$ cat config.mk
export PLATFORM = sky130hd
export DESIGN_NAME = bit_serial_tx
export DESIGN_NICKNAME = d
export VERILOG_FILES = /design/src/rtl/bit_serial_pkg.sv /design/src/rtl/bit_serial_baud_cnt.sv /design/src/rtl/bit_serial_tx.sv
export SDC_FILE = /design/constraint.sdc
export NUM_CORES = 1
export LEC_CHECK = 0
export CORE_MARGIN = 5
export CORE_UTILIZATION = 50
export CTS_BUF_LIST = sky130_fd_sc_hd__clkbuf_4
export CTS_CLUSTER_SIZE = 30
export DETAILED_ROUTE_END_ITERATION = 16
export MAX_ROUTING_LAYER = met4
export PLACE_DENSITY = 0.77
export SLEW_MARGIN = 25
export SYNTH_ARGS = -nofsm -noshare
export SYNTH_HDL_FRONTEND = slang
export SYNTH_SLANG_ARGS = --single-unit
$ cat constraint.sdc
create_clock -name clk -period 4.78 [get_ports clk]
set_input_delay 1.434 -clock clk [delete_from_list [all_inputs] [get_ports clk]]
set_output_delay 1.434 -clock clk [all_outputs]
set_load 0.01 [all_outputs]
$ cat src/rtl/bit_serial_pkg.sv
// rtl/bit_serial_pkg.sv - shared state encoding and line levels for the bit-serial link.
// Used by both the transmitter and the matching shift-register receiver.
package bit_serial_pkg;

    typedef enum logic [2:0] {
        IDLE   = 3'd0,
        START  = 3'd1,
        DATA   = 3'd2,
        PARITY = 3'd3,
        STOP   = 3'd4
    } bs_state_t;

    localparam logic LINE_IDLE = 1'b1;
    localparam logic START_LVL = 1'b0;
    localparam logic STOP_LVL  = 1'b1;

endpackage

$ cat src/rtl/bit_serial_baud_cnt.sv
// rtl/bit_serial_baud_cnt.sv - bit-period divider, counts 0..DIV-1 and flags the last cycle.
// next_last_o tells the FSM one cycle ahead that the coming cycle is the last of a bit.
module bit_serial_baud_cnt #(
    parameter int DIV = 4
) (
    input  logic clk,
    input  logic reset_n,
    input  logic clear_i,
    output logic last_tick_o,
    output logic next_last_o
);

    localparam int CW = (DIV > 1) ? $clog2(DIV) : 1;
    localparam logic [CW-1:0] LAST_CNT = CW'(DIV - 1);

    logic [CW-1:0] cnt_q;
    logic [CW-1:0] cnt_d;

    always_comb begin
        cnt_d = cnt_q + 1'b1;
        if (clear_i || (cnt_q == LAST_CNT)) begin
            cnt_d = '0;
        end
    end

    always_ff @(posedge clk) begin
        if (!reset_n) begin
            cnt_q <= '0;
        end else begin
            cnt_q <= cnt_d;
        end
    end

    assign last_tick_o = (cnt_q == LAST_CNT);
    assign next_last_o = (cnt_d == LAST_CNT);

endmodule

$ cat src/rtl/bit_serial_tx.sv
// rtl/bit_serial_tx.sv - parallel-to-serial frame transmitter (start, data, optional parity, stop).
// Define BIT_SERIAL_TX_PARITY_EN to insert an even-parity bit between data and stop.
module bit_serial_tx
    import bit_serial_pkg::*;
#(
    parameter int WIDTH     = 8,
    parameter int DIV       = 4,
    parameter bit MSB_FIRST = 1'b0
) (
    input  logic             clk,
    input  logic             reset_n,
    input  logic [WIDTH-1:0] in_data,
    input  logic             in_valid,
    output logic             in_ready,
    output logic             tx,
    output logic             busy
);

    localparam int BCW = (WIDTH > 1) ? $clog2(WIDTH) : 1;
    localparam logic [BCW-1:0] LAST_BIT = BCW'(WIDTH - 1);

    bs_state_t        state_q;
    logic [WIDTH-1:0] shreg_q;
    logic [BCW-1:0]   bit_cnt_q;
    logic             tx_q;
    logic             busy_q;
    logic             in_ready_q;
`ifdef BIT_SERIAL_TX_PARITY_EN
    logic             parity_q;
`endif

    logic             accept;
    logic             last_tick;
    logic             next_last;
    logic             shift_bit;
    logic [WIDTH-1:0] shreg_next;

    assign accept     = in_valid && in_ready_q;
    assign shift_bit  = MSB_FIRST ? shreg_q[WIDTH-1] : shreg_q[0];
    assign shreg_next = MSB_FIRST ? (shreg_q << 1) : (shreg_q >> 1);

    bit_serial_baud_cnt #(
        .DIV(DIV)
    ) u_baud (
        .clk        (clk),
        .reset_n    (reset_n),
        .clear_i    (accept),
        .last_tick_o(last_tick),
        .next_last_o(next_last)
    );

    always_ff @(posedge clk) begin
        if (!reset_n) begin
            state_q    <= IDLE;
            shreg_q    <= '0;
            bit_cnt_q  <= '0;
            tx_q       <= LINE_IDLE;
            busy_q     <= 1'b0;
            in_ready_q <= 1'b0;
`ifdef BIT_SERIAL_TX_PARITY_EN
            parity_q   <= 1'b0;
`endif
        end else begin
            case (state_q)
                IDLE: begin
                    busy_q     <= 1'b0;
                    in_ready_q <= 1'b1;
                    if (accept) begin
                        state_q    <= START;
                        shreg_q    <= in_data;
                        tx_q       <= START_LVL;
                        busy_q     <= 1'b1;
                        in_ready_q <= 1'b0;
`ifdef BIT_SERIAL_TX_PARITY_EN
                        parity_q   <= ^in_data;
`endif
                    end
                end
                START: begin
                    if (last_tick) begin
                        state_q   <= DATA;
                        tx_q      <= shift_bit;
                        shreg_q   <= shreg_next;
                        bit_cnt_q <= '0;
                    end
                end
                DATA: begin
                    if (last_tick) begin
                        if (bit_cnt_q == LAST_BIT) begin
                            bit_cnt_q <= '0;
`ifdef BIT_SERIAL_TX_PARITY_EN
                            state_q   <= PARITY;
                            tx_q      <= parity_q;
`else
                            state_q    <= STOP;
                            tx_q       <= STOP_LVL;
                            in_ready_q <= next_last;
`endif
                        end else begin
                            bit_cnt_q <= bit_cnt_q + 1'b1;
                            tx_q      <= shift_bit;
                            shreg_q   <= shreg_next;
                        end
                    end
                end
`ifdef BIT_SERIAL_TX_PARITY_EN
                PARITY: begin
                    if (last_tick) begin
                        state_q    <= STOP;
                        tx_q       <= STOP_LVL;
                        in_ready_q <= next_last;
                    end
                end
`endif
                STOP: begin
                    // in_ready is raised only for the final STOP cycle so frames chain without a gap
                    if (last_tick) begin
                        if (accept) begin
                            state_q    <= START;
                            shreg_q    <= in_data;
                            tx_q       <= START_LVL;
                            in_ready_q <= 1'b0;
`ifdef BIT_SERIAL_TX_PARITY_EN
                            parity_q   <= ^in_data;
`endif
                        end else begin
                            state_q    <= IDLE;
                            tx_q       <= LINE_IDLE;
                            busy_q     <= 1'b0;
                            in_ready_q <= 1'b1;
                        end
                    end else begin
                        in_ready_q <= next_last;
                    end
                end
                default: begin
                    state_q    <= IDLE;
                    tx_q       <= LINE_IDLE;
                    busy_q     <= 1'b0;
                    in_ready_q <= 1'b0;
                end
            endcase
        end
    end

    assign in_ready = in_ready_q;
    assign tx       = tx_q;
    assign busy     = busy_q;

endmodule
==> results.md, run 1 <==
- The run finished with clean final reports.
- The violation count after the first detailed-routing iteration is 26.
- The number of buffers and inverters on the critical path is 1.
- The clock tree buffer depth is 2.
- The detailed-route wire length is 2.20 mm.
- The detail route stage leaves a number of antenna-violating nets equal to 0.
- Summed over all layers, the global routing overflow is 0.
- The synthesized-area fraction occupied by adder cells is 3.36%.
- The CTS tree is yes.
- On the critical path the largest part of the delay comes from compound AO/OA/AOI/OAI gates.
- The post-cts hold buffer count is 0.
- The cell count after synthesis is 123.
- The signal arrival time at the worst endpoint is 2.98 ns.
- For this design, the slowest cell found on the critical path is clkdlybuf4s50_1.
- Setup repair after global routing left no endpoint under its margin.
- Headroom to the max-slew limit came out at 52.1%.
- The worst setup skew after layout is 0.00357 ns.
- Summing the areas of all compound-gate instances in the mapped netlist gives 29.7% of the synthesized area.
- Clock-pin slew was measured on the worst setup and hold paths at 0.10 ns.
- The share of final-layout standard cells stronger than drive strength 1 is 11.5%.
- The number of sinks handled by clock tree synthesis is 19.
- The number of setup buffers added after CTS is 0.
- Counting flops with a built-in enable in the synthesized netlist gives 0.
- The die is 57.3 um tall.
- For the pin with the worst max-slew slack, the measured transition is 0.719 ns.
- The setup TNS after final layout is 0 ns.
- Detailed routing placed a total of 1.08 mm of wire on met2.
- The simple-gate share of the synthesized area is 17.5%.
- The die covers 3280 um2.
- The floorplan has 17 rows.
- The maximum single-stage delay on the critical path is 0.49 ns.
- The worst-case setup slack after placement is 1.70 ns.
- Synthesis produced a netlist with a net count of 137.
- The final max-slew violation count came to 0.
- The post-route met1 wirelength is 1.00 mm.
- The post-CTS resize count is 0.
- Fill cells in the final layout number 210.
- The final route contains 930 vias.
- Clock latency on the worst-skew pair, taken at its later pin, is 0.29 ns.
- The wire length of the first global-routing pass is 3.97 mm.
- The instance area after placement is 1220 um2.
- The final-report setup violation count is 0.
- The die span in x is 57.3 um.
- Dividing the detail-routed wire length by the instance count gives 13.8 um.
- Pin placement for this block handled 14 I/O pins.
- The dominant synthesized flop cell is dfxtp_1.
- The length of the first detailed-routing pass in iterations is 4.
- The half-perimeter wire length after detailed placement is 1.60 mm.
- Buffers inserted during clock tree synthesis total 3.
- The via count of the first global-routing pass is 873.
- The type of element capturing the critical path is a flip-flop.
- Entering global routing, the biggest net connects 21 pins.
- The minimum setup slack in the final design is 2.00 ns.
- Data on the critical path is required at its endpoint by 4.98 ns.
- The final critical-path required period is 2.78 ns.
- The path type of the worst min-delay path is reg -> reg.
- The number of antenna violations at the first check in global routing is 0.
- The average size of a mapped cell is 9.08 um2.
- The worst setup path is of the in -> reg kind.
- The synthesized netlist contains 42 unique library cells.
- In the finished design, the share of the clock period the worst path needs comes to 58.1%.
- Of the total synthesized cell area, the portion taken by XOR and XNOR cells is 1.57%.
- The leakage power summed over all cells is 0.423 nW.
- The dominant combinational cell family by area after synthesis is compound AO/OA/AOI/OAI gates.
- Dividing total power by cell area gives a power density of 281 nW/um2.
- The area of the placeable core is 2170 um2.
- The root buffer selected by CTS is clkbuf_4.
- In the layout the commonest cells are dfxtp_1 (19), a21oi_1 (17), clkdlybuf4s50_1 (13).
- Yosys printed 0 warnings.
- Sequential elements use 34.0% of the synthesized area.
- The number of buffers inserted by port buffering is 13.
- Wire segments on met3 add up to 96 um in the final route.
- The area growth from synthesis to layout is 11.9%.
- After routing the design area is 1250 um2.
- The number of endpoints with negative hold slack in the final report came to 0.
- Across every metal layer, demand over resource in global routing totals 15.5%.
- The starting density of the core is 51.5%.
- Overall power consumption after layout is estimated at 0.351 mW.
- Across the VDD grid, the largest voltage drop is 209 uV.
- The worst setup path is launched from an input pin.
- The cell area that synthesis handed to floorplanning was 1120 um2.
- The commonest non-fill, non-tap cell in the layout is dfxtp_1.
- The uppermost layer routed is met4.
- Using the TritonRoute via totals, the vias-per-cell ratio works out to 5.85.
- The largest fanout on the critical path is 16.
- Counting flops with an async set or reset pin after synthesis yields a share of 0%.
- The placer congestion estimate is 0.776.
- Across the run, the number of max-cap violations was 0.
- The deepest level of the CTS H-tree is 1.
- 0 antenna diodes ended up in the layout.
- The signal on the critical path passes through clkdlybuf4s50_1, nand2_1, o221ai_4, a21oi_1, a311oi_1.
- Multiplexer cells account for 6.27% of the synthesized area.
- The layout net count is 146.
- The highest clock frequency the design can meet is 360 MHz.
- In the routed design, unresolved DRC markers number 0.
- The number of synthesized register bits is 19.
-- per-stage QoR --
| stage | std cells | util [%] | hold WS, ns |
|---|---|---|---|
| 6_report | 159 | 57.6 | 0.461 |
| 2_1_floorplan | 123 | - | 0.431 |
| 4_1_cts | 159 | 57.6 | 0.466 |
| 3_3_place_gp | 155 | 56.1 | 0.437 |
| 5_1_grt | 159 | 57.6 | 0.502 |
| 3_5_place_dp | 155 | 56.2 | 0.447 |
-- sequential cells by signal (all words and copies together) (netlist names) --
register / flops
shreg_q: 8
bit_cnt_q: 3
state_q: 3
u_baud.cnt_q: 2
busy: 1
in_ready: 1
tx: 1
-- layout make-up --
class | instances | area [um2] | area share [%]
clock buffer | 4 | 30.0 | 2.40
inverter | 5 | 18.8 | 1.50
multi-input combinational | 90 | 656 | 52.5
sequential | 19 | 380 | 30.4
tap | 28 | 35.0 | 2.80
timing repair buffer | 13 | 130 | 10.4
-- path summary, 6_finish.rpt --
check	slack, ns	startpoint	cells after the start	to
worst min-delay path	0.46	u_baud.cnt_q[0]$_SDFF_PN0_	1	u_baud.cnt_q[0]$_SDFF_PN0_
worst max-delay path	2.00	in_valid	5	shreg_q[1]$_SDFFE_PN0P_
worst max register to register	2.77	state_q[0]$_SDFFE_PN0P_	4	shreg_q[1]$_SDFFE_PN0P_
worst min register to register	0.46	u_baud.cnt_q[0]$_SDFF_PN0_	1	u_baud.cnt_q[0]$_SDFF_PN0_
-- power by group --
| group | total [mW] | internal [mW] | leakage [nW] | switching (mW) |
|---|---|---|---|---|
| sequential | 0.185 | 0.173 | 0.156 | 0.0120 |
| combinational | 0.0815 | 0.0404 | 0.249 | 0.0411 |
| clock | 0.0850 | 0.0381 | 0.0184 | 0.0469 |
| total | 0.351 | 0.251 | 0.423 | 0.100 |
-- logic make-up (layout without fill, tap and decap cells) --
group	count (synthesis)	count (layout)
DFF	19	19
and+or+nand+nor	32	32
adders and majority gates	3	3
muxes	7	7
AOI/OAI and AO/OA	46	46
buffers and inverters	14	22
xor gates and xnor gates	2	2
-- routing by layer --
layer | track usage (%) | up-vias
met3 | 2.94 | 2
met4 | 6.95 | 0
met1 | 19.7 | 431
met5 | - | -
met2 | 23.7 | 19
li1 | - | 478
-- Yosys cell counts, types with 2 or more instances --
library cell,count,area (um2)
o21ai_0,9,45.0
dfxtp_1,19,380
a21oi_2,2,17.5
clkbuf_1,4,15.0
inv_1,5,18.8
nor2_1,6,22.5
a311oi_2,2,30.0
nand2b_1,5,31.3
a311oi_1,5,43.8
nor3_1,3,15.0
mux2i_1,7,70.1
buf_4,2,15.0
a21oi_1,18,90.1
nand2_1,6,22.5
ha_1,3,37.5
Note: power is estimated with default switching activity, not from simulation.
==> run 2: changes to the inputs <==
--- a/config.mk
+++ b/config.mk
@@ -11,7 +11,7 @@
 export CTS_CLUSTER_SIZE = 30
 export DETAILED_ROUTE_END_ITERATION = 16
 export MAX_ROUTING_LAYER = met4
-export PLACE_DENSITY = 0.77
+export PLACE_DENSITY = 0.8
 export SLEW_MARGIN = 25
 export SYNTH_ARGS = -nofsm -noshare
 export SYNTH_HDL_FRONTEND = slang
==> constraint.sdc (replaced) <==
create_clock -name clk -period 2.38 [get_ports clk]
set_input_delay 0.714 -clock clk [delete_from_list [all_inputs] [get_ports clk]]
set_output_delay 0.714 -clock clk [all_outputs]
set_load 0.01 [all_outputs]
==> results.md, run 2 (synthesis results as in run 1) <==
- The run finished with clean final reports.
- The headroom to the max-slew limit is 63.1%.
- The final max-slew violation count is 0.
- For this run, the total global-route usage over all layers was measured as 15.3%.
- The critical path class is in -> reg.
- The worst hold path passes through 2 cells.
- The pre-antenna-repair detailed-routing pass consisted of 4 iterations.
- Entering global routing, the biggest net connects 17 pins.
- Across the run, the number of max-cap violations was 0.
- The number of antenna-violating nets in the routed design is 0.
- The starting density of the core is 51.5%.
- The number of buffers and inverters on the critical path is 1.
- For the finished layout, the period the worst path requires is 2.00 ns.
- Cells with a size suffix above 1 make up 13.3% of the layout.
- Summing all non-filler instances in the final layout gives an area of 1280 um2.
- Traced cell by cell, the critical path runs through clkdlybuf4s50_1, nand2_1, o221ai_4, a21oi_1, a311oi_1.
- The highest-delay cell along the critical path is clkdlybuf4s50_1.
- The min-delay analysis places its worst path in the category reg -> reg.
- The number of buffers inserted by port buffering is 13.
- The total overflow reported by the global router is 0.
- The worst setup path is launched from an input pin.
- The register with the most flip-flops in the final layout is shreg_q.
- The number of sinks handled by clock tree synthesis is 19.
- In the routed layout, each cell is associated on average with a via count of 5.73.
- Across the VDD grid, the largest voltage drop is 354 uV.
- Of the available clock period, the critical path in the final layout requires 83.9%.
- The detailed-route DRC error count is 0.
- The startpoint identified for the worst register-to-register timing path is bit_cnt_q[0]$_SDFFE_PN0P_.
- The number of flip-flops in the largest register is 8.
- In this run, post-CTS hold repair placed 0 buffers.
- Summed over all cells, the static leakage comes to 0.441 nW.
- The worst reg2reg path depth is 6.
- The post-CTS resize count is 0.
- Summing all placed instances gives a cell area of 1250 um2.
- In the final routed layout, each cell accounts on average for 13.5 um.
- For this run, the post-layout net count is 150.
- The die span in x is 57.3 um.
- The number of vias after detailed routing is 934.
- At the pin with the least slew margin, the transition time is 0.552 ns.
- In this run the deepest clock path goes through 2 buffers.
- The power per cell area is 562 nW/um2.
- In this run the worst path has a maximum fanout of 15.
- The highest clock frequency the design can meet is 501 MHz.
- In this design, the stage delay of the slowest critical-path cell is 0.50 ns.
- The area growth from synthesis to layout is 14.2%.
- CTS built an H-tree with a depth of 1.
- Final hold analysis gives a worst-case slack of 0.466 ns.
- The wire length of the first global-routing pass is 3.94 mm.
- The endpoint identified for the worst register-to-register timing path is shreg_q[4]$_SDFFE_PN0P_.
- The tree is rooted in a clkbuf_4.
- The initialized floorplan defines 17 standard-cell rows.
- Once the clock tree was built, the setup fixing pass inserted 0 buffers.
- The floorplan step set the die height to 57.3 um.
- Setup repair after global routing left no endpoint under its margin.
- The via count of the first global-routing pass is 947.
- The library cells used most frequently in the layout, excluding fill and tap cells, are dfxtp_1 (19), a21oi_1 (18), clkdlybuf4s50_1 (13).
- For the final routed database, the setup TNS stands at 0 ns.
- The startpoint identified for the worst hold timing path is busy$_SDFFE_PN0P_.
- The CTS tree is yes.
- Counting the buffers created by CTS gives 3.
- The worst setup path is captured at a flip-flop.
- For the final database, setup skew stands at 0.00160 ns.
- The boundary pin count is 14.
- The half-perimeter wire length after detailed placement is 1.65 mm.
- The kind of cell adding the most delay to the critical path is compound AO/OA/AOI/OAI gates.
- The number of cells after detailed placement is 159.
- The number of cells in the finished layout apart from fillers is 163.
- The number of antenna diodes in the final layout is 0.
- Timing analysis after detailed placement gives a worst setup slack of 0.0711 ns.
- Data on the critical path arrives at its endpoint at 2.20 ns.
- The commonest non-fill, non-tap cell in the layout is dfxtp_1.
- The end point of the worst hold path is busy$_SDFFE_PN0P_.
- Clock-pin slew was measured on the worst setup and hold paths at 0.11 ns.
- The register-to-register path setup slack is 0.39 ns.
- The die covers 3280 um2.
- In this run, the number of DRC markers left after iteration 0 of detailed routing was 14.
- The minimum setup slack in the final design is 0.383 ns.
- Routability-driven placement finished with a final weighted congestion of 0.792.
- The largest registers in the layout are shreg_q (8), bit_cnt_q (3), state_q (3).
- Setup violations remaining at the end of the flow were counted as 0.
- The number of antenna violations at the first check in global routing is 0.
- The region available for standard cell placement spans 2170 um2.
- The clock network latency to the later pin of the worst-skew pair is 0.29 ns.
- The final core area utilization is 58.8%.
- The number of endpoints with negative hold slack in the final report came to 0.
- The overall power is 0.717 mW.
- The data required time at the worst endpoint is 2.58 ns.
- After detailed routing, the total wire length is 2.21 mm.
## run 2: changes by cell type in the layout (fill, tap and decap cells not counted), sizes merged
cell / previous run / this run
buf: 0 / 4
## run 2: routing by layer
metal / share of wire (%) / routed length [um] / global-route usage (%) / vias up
met5: 0 / 0 / - / -
met2: 50 / 1090 / 25.4 / 20
met1: 46 / 1000 / 18.6 / 429
met4: 1.5 / 34 / 5.96 / 0
met3: 3.4 / 75 / 2.04 / 4
li1: - / - / - / 481
## run 2: power breakdown
group          switching (mW)  total, mW  internal, mW
combinational          0.0858      0.174        0.0885
sequential             0.0218      0.369         0.347
clock                  0.0976      0.174        0.0766
## run 2: worst register-to-register path, delay by kind of cell, from the launching register on
family,cells,cell delay (ns)
compound gates,3,0.59
simple gates,1,0.54
fa+ha+maj,2,0.43
flops,1,0.34
## run 2: area by class of cell
| class | instances | area (um2) |
|---|---|---|
| clock buffer | 4 | 30.0 |
| fill | 200 | 893 |
| inverter | 5 | 18.8 |
| multi-input combinational | 90 | 652 |
| sequential | 19 | 380 |
| tap | 28 | 35.0 |
| timing repair buffer | 17 | 160 |
## run 2: worst max path at each step
stage / start / to / cells past startpoint
floorplan: bit_cnt_q[0]$_SDFFE_PN0P_ / shreg_q[5]$_SDFFE_PN0P_ / 7
global placement: in_valid / shreg_q[0]$_SDFFE_PN0P_ / 5
detailed placement: in_valid / shreg_q[4]$_SDFFE_PN0P_ / 5
CTS: bit_cnt_q[0]$_SDFFE_PN0P_ / shreg_q[4]$_SDFFE_PN0P_ / 6
global route: bit_cnt_q[0]$_SDFFE_PN0P_ / shreg_q[4]$_SDFFE_PN0P_ / 6
finish: in_valid / shreg_q[4]$_SDFFE_PN0P_ / 5
==> run 3: changes to the inputs <==
--- a/config.mk
+++ b/config.mk
@@ -11,7 +11,7 @@
 export CTS_CLUSTER_SIZE = 30
 export DETAILED_ROUTE_END_ITERATION = 16
 export MAX_ROUTING_LAYER = met4
-export PLACE_DENSITY = 0.8
+export PLACE_DENSITY = 0.77
 export SLEW_MARGIN = 25
 export SYNTH_ARGS = -nofsm -noshare
 export SYNTH_HDL_FRONTEND = slang
==> constraint.sdc (replaced) <==
create_clock -name clk -period 1.89 [get_ports clk]
set_input_delay 0.567 -clock clk [delete_from_list [all_inputs] [get_ports clk]]
set_output_delay 0.567 -clock clk [all_outputs]
set_load 0.01 [all_outputs]
==> results.md, run 3 (synthesis results as in run 1) <==
- For this configuration, the core starts out at a cell density of 51.5%.
- Combinational logic burns 29.3% of the power.
- The highest ir drop seen on vdd is 530 uV.
- The leakage power summed over all cells is 0.521 nW.
- The worst setup path is of the reg -> reg kind.
- The first global-routing pass estimated 4.69 mm of wire.
- The detailed-route DRC error count is 0.
- After layout, the minimum clock period comes to 1.85 ns.
- In this run the number of H-tree levels came out at 1.
- The HPWL after detailed placement is 1.89 mm.
- The sequential cell area in the final layout is 384 um2.
- Dividing total power by cell area gives a power density of 674 nW/um2.
- The number of endpoints with negative hold slack in the final report is 0.
- For the worst setup path, the data required time is 2.07 ns.
- The count of buffers added on input and output ports is 13.
- The cell row count is 17.
- Based on the critical path, the design can be clocked at up to 542 MHz.
- The number of cells after detailed placement is 166.
- The routed length per instance is 15.2 um.
- The area enclosed by the die boundary is 3280 um2.
- The number of cells in the finished layout apart from fillers is 176.
- The total overflow reported by the global router is 0.
- The worst path uses 97.6% of the clock period.
- The clock transition time at the flip-flop clock pins of the worst setup and hold paths is 0.12 ns.
- From synthesis to final layout, the design area changed by 30.5%.
- Setup violations remaining at the end of the flow were counted as 0.
- For the worst flop-to-flop path, the logic depth is 8.
- The final max-slew violation count came to 0.
- Of the total power, registers draw 47.4%.
- Of all nets on the critical path, the largest fanout is 7.
- The fraction of power spent switching nets is 29.5%.
- The most flop-heavy register is shreg_q.
- CTS placed an instance of clkbuf_4 at the clock tree root.
- Hold repair after CTS inserted 0 buffers.
- The critical path startpoint category is a flip-flop.
- The layout filler cell count is 191.
- The via count of the first global-routing pass is 1107.
- The largest net degree at the start of global routing is 17.
- The post-detailed-route via-to-cell ratio is 5.97.
- Max-cap violations in this run came to 0.
- Counting instances, the worst hold path has a depth of 2.
- The type of element capturing the critical path is a flip-flop.
- The number of buffers created by CTS is 3.
- The die span in y is 57.3 um.
- The layout net count is 163.
- Clock latency on the worst-skew pair, taken at its later pin, is 0.30 ns.
- The length of the first detailed-routing pass in iterations is 4.
- Leaving out fill and tap cells, the most frequent cells in the layout are a21oi_1 (17), dfxtp_1 (16), buf_4 (14).
- Counting along the longest clock path gives a buffer depth of 2.
- The number of antenna violations at the first check in global routing is 0.
- 0 antenna diodes ended up in the layout.
- The clock drives 19 sinks.
- The design draws 0.983 mW.
- The internal power of the cells totals 0.693 mW.
- The floorplan step set the die width to 57.3 um.
- The area of the placeable core is 2170 um2.
- In this run the power spent charging and discharging nets is 0.290 mW.
- Leaving out fill and tap cells, the most frequent cell in the layout is a21oi_1.
- After routing the design area is 1460 um2.
- The share of final-layout standard cells stronger than drive strength 1 is 25.7%.
- For the final database, setup skew stands at 0.0109 ns.
- In this run the cell area measured after placement is 1310 um2.
- For this run, the total global-route usage over all layers was measured as 18.3%.
- At the end of routability-driven placement, the weighted congestion stood at 0.870.
- Measured on the finished design, the core utilization comes to 67.2%.
- The number of vias after detailed routing is 1051.
- Measured against its own limit, the worst slew margin works out to 63.0%.
- At the worst endpoint, the arrival time is 2.03 ns.
- TritonCTS built the clock tree.
- The flow ran to the end, and the final reports show no timing, DRC or antenna violations.
- The detailed-route wire length is 2.67 mm.
- The number of antenna-violating nets in the routed design is 0.
- For the pin with the worst max-slew slack, the measured transition is 0.551 ns.
- During I/O placement, the number of pins put on the boundary was 14.
- The multi-input combinational cells in the finished layout cover a total of 687 um2.
- The number of flip-flops in the largest register is 8.
- The clock network accounts for 23.3% of the total power.
- The worst hold path belongs to the class reg -> reg.
- In the final layout, the registers with the most flip-flops are shreg_q (8), bit_cnt_q (3), state_q (3).
- The violation count after the first detailed-routing iteration is 19.
run 3: cell count changes in the layout (fill, tap and decap cells not counted), sizes merged:
cell | before | now
buf | 4 | 17
run 3: cell type report:
cell class              count  area share, %
well taps                  28           2.40
flip-flops and latches     19           26.4
multi-input cells          90           47.1
inverters                   5           1.29
repair buffers             30           20.8
clock buffers               4           2.06
run 3: metal layers:
metal / track usage, % / routed length, um / vias up
li1: - / - / 512
met1: 20.8 / 1200 / 509
met2: 31.5 / 1310 / 26
met3: 3.85 / 121 / 4
met4: 6.29 / 38 / 0
met5: - / 0 / -
run 3: worst paths after layout:
path,start,endpoint,slack (ns)
hold / removal,busy$_SDFFE_PN0P_,busy$_SDFFE_PN0P_,0.46
setup reg to reg,bit_cnt_q[1]$_SDFFE_PN0P_,shreg_q[4]$_SDFFE_PN0P_,0.04
hold reg to reg,busy$_SDFFE_PN0P_,busy$_SDFFE_PN0P_,0.46
setup / recovery,bit_cnt_q[1]$_SDFFE_PN0P_,shreg_q[4]$_SDFFE_PN0P_,0.04
run 3: power groups by stage:
stage	clock network (mW)	logic [mW]	registers, mW
floorplan	0	0.167	0.466
global placement	0	0.227	0.471
detailed placement	0	0.237	0.473
CTS	0.226	0.267	0.464
global route	0.248	0.314	0.471
finish	0.229	0.288	0.466
run 3: timing repair:
item                       CTS  global route
gates resized for setup      4             6
setup buffers                4             1
cloned                       1             0
pin swaps                    7             3
setup endpoints to repair    7             8
run 3: critical path, cell delays in order, from the launching register on:
cell and delay [ns]:
dfxtp_2 0.36, ha_4 0.16, ha_4 0.15, or4b_4 0.50, o221ai_4 0.11, buf_12 0.15, buf_16 0.11, buf_4 0.11
a311oi_2 0.08
run 3: per-stage QoR:
step / setup TNS (ns) / setup slack (ns) / hold WS (ns)
floorplan: 0 / 0.0620 / 0.431
global placement: -0.464 / -0.0630 / 0.436
detailed placement: -0.752 / -0.122 / 0.446
CTS: 0 / 0.0136 / 0.461
global route: -0.00217 / -0.00217 / 0.485
finish: 0 / 0.0445 / 0.462
